==> config.mk <==
export PLATFORM = sky130hd
export DESIGN_NAME = mac_ctrl
export DESIGN_NICKNAME = d
export VERILOG_FILES = /design/src/rtl/mac_ctrl_pkg.sv /design/src/rtl/mac_ctrl.sv
export SDC_FILE = /design/constraint.sdc
export NUM_CORES = 1
export LEC_CHECK = 0
export BUFFER_PORTS_ARGS = -buffer_cell sky130_fd_sc_hd__buf_2
export CORE_MARGIN = 4
export CORE_UTILIZATION = 62
export CTS_BUF_LIST = sky130_fd_sc_hd__clkbuf_4 sky130_fd_sc_hd__clkbuf_8 sky130_fd_sc_hd__clkbuf_16
export DETAILED_ROUTE_END_ITERATION = 16
export GPL_TIMING_DRIVEN = 0
export PLACE_DENSITY_LB_ADDON = 0.12
export SLEW_MARGIN = 25
export SYNTH_ARGS = -nofsm -noshare
export SYNTH_HDL_FRONTEND = slang
export SYNTH_SLANG_ARGS = --single-unit
export TNS_END_PERCENT = 10
==> constraint.sdc <==
create_clock -name clk -period 8.83 [get_ports clk]
set_clock_uncertainty 0.05 [all_clocks]
set_input_delay 1.3245 -clock clk [delete_from_list [all_inputs] [get_ports clk]]
set_output_delay 1.3245 -clock clk [all_outputs]
set_load 0.02 [all_outputs]
==> src/rtl/mac_ctrl_pkg.sv <==
`default_nettype none
// ============================================================================
// mac_ctrl_pkg : shared FSM encoding and MAC datapath constants for mac_ctrl
// Revision     : 1.0
// ============================================================================
package mac_ctrl_pkg;

    localparam int MAC_W = 20;
    localparam int LANES = 16;

    typedef enum logic [1:0] {
        IDLE  = 2'd0,
        ISSUE = 2'd1,
        DRAIN = 2'd2,
        OUT   = 2'd3
    } state_t;

endpackage
`default_nettype wire

==> src/rtl/mac_ctrl.sv <==
`default_nettype none
// ============================================================================
// mac_ctrl : buffer-read sequencer and dot-product accumulator for one MAC job
//            (optional MAC_CTRL_RELU_EN clamps negative results to zero)
// Revision : 1.0
// ============================================================================
module mac_ctrl
    import mac_ctrl_pkg::*;
#(
    parameter int ADDR_W = 10,
    parameter int ACC_W  = 32
) (
    input  logic              clk,
    input  logic              rstn,
    input  logic              start,
    input  logic [ADDR_W-1:0] cfg_base,
    input  logic [ADDR_W-1:0] cfg_nchunk,
    output logic              busy,
    output logic              buf_rd_en,
    output logic [ADDR_W-1:0] buf_addr,
    output logic              mac_vld,
    input  logic [MAC_W-1:0]  mac_acc,
    input  logic              mac_acc_vld,
    output logic [ACC_W-1:0]  res_data,
    output logic              res_vld,
    input  logic              res_rdy,
    output logic              done
);

    state_t                   r_state;
    state_t                   w_state_nxt;
    logic [ADDR_W-1:0]        r_addr;
    logic [ADDR_W-1:0]        r_nchunk;
    logic [ADDR_W-1:0]        r_iss_cnt;
    logic [ADDR_W-1:0]        r_rcv_cnt;
    logic signed [ACC_W-1:0]  r_acc;
    logic signed [ACC_W-1:0]  w_acc_ext;
    logic                     r_mac_vld;
    logic                     r_done;
    logic                     w_start_acc;
    logic                     w_acc_en;
    logic                     w_last_iss;
    logic                     w_last_rcv;

    assign w_acc_ext  = ACC_W'($signed(mac_acc));
    assign w_last_iss = (r_iss_cnt == (r_nchunk - ADDR_W'(1)));
    // Completion is decided purely by counting returns; MAC latency is unknown.
    assign w_last_rcv = mac_acc_vld && ((r_rcv_cnt + ADDR_W'(1)) == r_nchunk);

    always_ff @(posedge clk or negedge rstn) begin
        if (!rstn) begin
            r_state <= IDLE;
        end else begin
            r_state <= w_state_nxt;
        end
    end

    always_comb begin
        w_state_nxt = r_state;
        w_start_acc = 1'b0;
        w_acc_en    = 1'b0;
        busy        = 1'b1;
        buf_rd_en   = 1'b0;
        res_vld     = 1'b0;
        case (r_state)
            IDLE: begin
                busy = 1'b0;
                if (start) begin
                    w_start_acc = 1'b1;
                    w_state_nxt = (cfg_nchunk == '0) ? OUT : ISSUE;
                end
            end
            ISSUE: begin
                buf_rd_en = 1'b1;
                w_acc_en  = mac_acc_vld;
                if (w_last_rcv) begin
                    w_state_nxt = OUT;
                end else if (w_last_iss) begin
                    w_state_nxt = DRAIN;
                end
            end
            DRAIN: begin
                w_acc_en = mac_acc_vld;
                if (w_last_rcv) begin
                    w_state_nxt = OUT;
                end
            end
            OUT: begin
                res_vld = 1'b1;
                if (res_rdy) begin
                    w_state_nxt = IDLE;
                end
            end
            default: w_state_nxt = IDLE;
        endcase
    end

    always_ff @(posedge clk or negedge rstn) begin
        if (!rstn) begin
            r_addr    <= '0;
            r_nchunk  <= '0;
            r_iss_cnt <= '0;
            r_rcv_cnt <= '0;
            r_acc     <= '0;
            r_mac_vld <= 1'b0;
            r_done    <= 1'b0;
        end else begin
            r_mac_vld <= buf_rd_en;
            r_done    <= res_vld && res_rdy;
            if (w_start_acc) begin
                r_addr    <= cfg_base;
                r_nchunk  <= cfg_nchunk;
                r_iss_cnt <= '0;
                r_rcv_cnt <= '0;
                r_acc     <= '0;
            end else begin
                if (buf_rd_en) begin
                    r_addr    <= r_addr + ADDR_W'(1);
                    r_iss_cnt <= r_iss_cnt + ADDR_W'(1);
                end
                if (w_acc_en) begin
                    r_acc     <= r_acc + w_acc_ext;
                    r_rcv_cnt <= r_rcv_cnt + ADDR_W'(1);
                end
            end
        end
    end

    assign buf_addr = r_addr;
    assign mac_vld  = r_mac_vld;
    assign done     = r_done;

`ifdef MAC_CTRL_RELU_EN
    assign res_data = r_acc[ACC_W-1] ? '0 : r_acc;
`else
    assign res_data = r_acc;
`endif

endmodule
`default_nettype wire

==> flow_summary.json <==
{
  "crit_end_element": "flop",
  "hold_violations": 0,
  "final_antenna_net_count": 0,
  "post_synth_instance_area_sq_mm": 0.00554,
  "multi_input_comb_area_sq_mm": 0.00344,
  "antenna_found_initial": 0,
  "detailedPlacementHpwl_mm": 10.8,
  "critPathArrivalTime_ns": 4.32,
  "relSlewSlack": 0.483,
  "synth.net_count": 744,
  "drt-wirelength-per-cell_microns": 16.3,
  "place.detailed.instances": 858,
  "powerDensity_mw_per_mm2": 329,
  "crit_path_largest_cell_delay_ns": 0.64,
  "netlist_top_cells_count": "sky130_fd_sc_hd__nand2_1, sky130_fd_sc_hd__dfrtp_1, sky130_fd_sc_hd__a21oi_1, sky130_fd_sc_hd__nor2_1",
  "io_pins": 92,
  "dieHeight_microns": 103,
  "drv_slew": 0,
  "antenna-diode-count": 0,
  "placeableCoreArea_sq_mm": 0.00872,
  "die_width_microns": 103,
  "rsz_0062_raised_after_global_routing": "no",
  "vdd_ir_drop_max_uv": 181,
  "cts_inserted_buffers": 9,
  "clock_sinks": 76,
  "maximum_number_of_pins_on_one_net_before_global_route_repair": 55,
  "synth.largest_area_cell": "sky130_fd_sc_hd__dfrtp_1",
  "tns_ns": 0,
  "clock-root-buffer": "sky130_fd_sc_hd__clkbuf_8",
  "global_route_wire_length_before_repair_mm": 23.3,
  "post-synth-top-count-cell": "sky130_fd_sc_hd__nand2_1",
  "syn_inst": 658,
  "ctsHtreeMaxLevel": 3,
  "layout_worst_path_cycle_share": 0.464,
  "critical-path-slowest-cell": "sky130_fd_sc_hd__o31ai_1",
  "critical_path.cell_chain": "buf_2 > ha_1 > clkbuf_1 > o21a_1 > o21ai_0 > or3_1 > o31ai_1 > a31oi_1 > a31oi_1 > mux2i_1 > mux2i_1",
  "power.total_mw": 2.09,
  "synth_enable_flop_cells": 0,
  "synthToLayoutAreaGrowth_pct": 14.5,
  "globalplace.congestion": 0.916,
  "min-delay-path-class": "reg2reg",
  "cp_max_fo": 7,
  "worst-setup-path-type": "in2reg",
  "initial_core_util": 0.635,
  "pin_slew_with_the_least_headroom_to_its_limit_ns": 0.769,
  "groute.usage.overall": 0.278,
  "die-area_sq_mm": 0.0105,
  "postLayoutSetupSlackWorst_ns": 4.73,
  "aggregate_routed_wire_length_mm": 14.3,
  "total_number_of_vias": 5263,
  "post-cts-setup-buffer-count": 0,
  "achievable-frequency_mhz": 244,
  "synth-warning-count": 0,
  "crit_path_start_kind": "input pin",
  "cts_max_path_bufs": 2,
  "drt-initial-drc-count": 224,
  "post_synth.cell_area_avg_sq_um": 8.42,
  "cts_hold_repair.buffers": 0,
  "placement_rows": 34,
  "cts_tree": "built",
  "vias_per_cell": 6.02,
  "ys_top_cells_by_area": "sky130_fd_sc_hd__dfrtp_1, sky130_fd_sc_hd__ha_1, sky130_fd_sc_hd__nand2_1",
  "period_needed_ns": 4.10,
  "grt.overflow.total": 0,
  "drtPass1Iterations": 5,
  "seqCellArea_sq_mm": 0.00190,
  "clkSlewWorstSetupHoldPaths_ns": 0.08,
  "post-place-ws_ns": 4.46,
  "power.static_leakage_nw": 3.16,
  "synthDominantCellAreaShare": 0.343,
  "final-setup-viol-count": 0,
  "final_util": 0.727,
  "synth-seq-cells": 76,
  "status": "completed",
  "post_layout_nonfiller_instances": 874,
  "async_reset_ff_frac": 1.00,
  "grt_pass1_vias": 5006,
  "required_ns": 9.06,
  "maxCapViolations": 0,
  "netlist-cell-type-count": 60,
  "io_buffer_count": 91,
  "seq_area_frac_synth": 0.343,
  "drt_drc_violations_left": 0,
  "synthFlopType": "sky130_fd_sc_hd__dfrtp_1",
  "fill_cells": 706,
  "finalNetCount": 847,
  "clkLatencyLatePin_ns": 0.36,
  "drive_gt1_frac": 0.155,
  "resized_after_cts": 0
}
## report_power, final
part | switching, mW | total [mW] | internal [mW]
clock | 0.146 | 0.252 | 0.106
sequential | 0.120 | 0.586 | 0.466
combinational | 0.762 | 1.25 | 0.489
total | 1.03 | 2.09 | 1.06
## cells in the final DEF (no fill, tap or decap), drive strengths merged, types with 9 or more instances in the layout
master | Yosys | routed
ha | 40 | 40
xnor2 | 30 | 30
inv | 18 | 21
nor3 | 12 | 12
and3 | 12 | 12
dfrtp | 76 | 76
nand4 | 12 | 12
nand3 | 12 | 12
nor2 | 48 | 48
a21o | 19 | 19
o21ai | 39 | 39
nand2 | 106 | 106
buf | 5 | 97
xor2 | 40 | 40
a211oi | 9 | 9
clkbuf | 29 | 38
a21oi | 50 | 50
## path summary, 6_finish.rpt
path                       depth (start not counted)  slack, ns                  endpoint                      from
min                                                1       0.49  res_data[28]$_DFFE_PN0P_  res_data[28]$_DFFE_PN0P_
min in group asynchronous                          1       0.82  res_data[18]$_DFFE_PN0P_                      rstn
min reg2reg                                        1       0.49  res_data[28]$_DFFE_PN0P_  res_data[28]$_DFFE_PN0P_
max                                               11       4.73  res_data[31]$_DFFE_PN0P_                mac_acc[9]
max in group asynchronous                          2       7.35   buf_addr[4]$_DFFE_PN0P_                      rstn
max reg2reg                                       10       5.38  res_data[31]$_DFFE_PN0P_   res_data[9]$_DFFE_PN0P_
## stage by stage
step	hold slack [ns]	instance area [sq um]
after global placement	0.468	6130
after detailed placement	0.466	6160
after CTS	0.492	6340
after global routing	0.500	6340
after floorplan	0.449	5540
final	0.493	6340
## cell type report
cell class | count | share of cell area
plain buffers | 34 | 0.0213
clock buffers | 9 | 0.0195
clock inverters | 7 | 0.00927
inverters | 18 | 0.0107
multi-input cells | 530 | 0.542
flip-flops and latches | 76 | 0.300
well taps | 108 | 0.0213
repair buffers | 92 | 0.0765
## registers in the layout, indices dropped and copies added, names as in the netlist
signal	cells
r_iss_cnt	10
r_state	2
res_data	32
r_nchunk	10
done	1
buf_addr	10
r_rcv_cnt	10
mac_vld	1
## cells by family after synthesis
kind of cell    Yosys count  synth area share
simple gates            244             0.206
fa+ha+maj                41            0.0939
buf+inv                  52            0.0366
flops                    76             0.343
compound gates          170             0.200
xor+xnor                 70             0.111
mux                       5           0.00926
## critical path: cells and delay by family
kind	cells	cell delay (ns)
compound gates	5	1.56
simple gates	1	0.37
mux	2	0.44
buf+inv	2	0.36
fa+ha+maj	1	0.27
## routing by layer
layer / vias up / track usage / wire length, microns
met2: 193 / 0.442 / 6560
met4: 0 / 0.101 / 370
met1: 2500 / 0.382 / 6420
met5: - / 0 / 0
met3: 36 / 0.0528 / 910
li1: 2534 / - / -
Note: power is estimated with default switching activity, not from simulation.
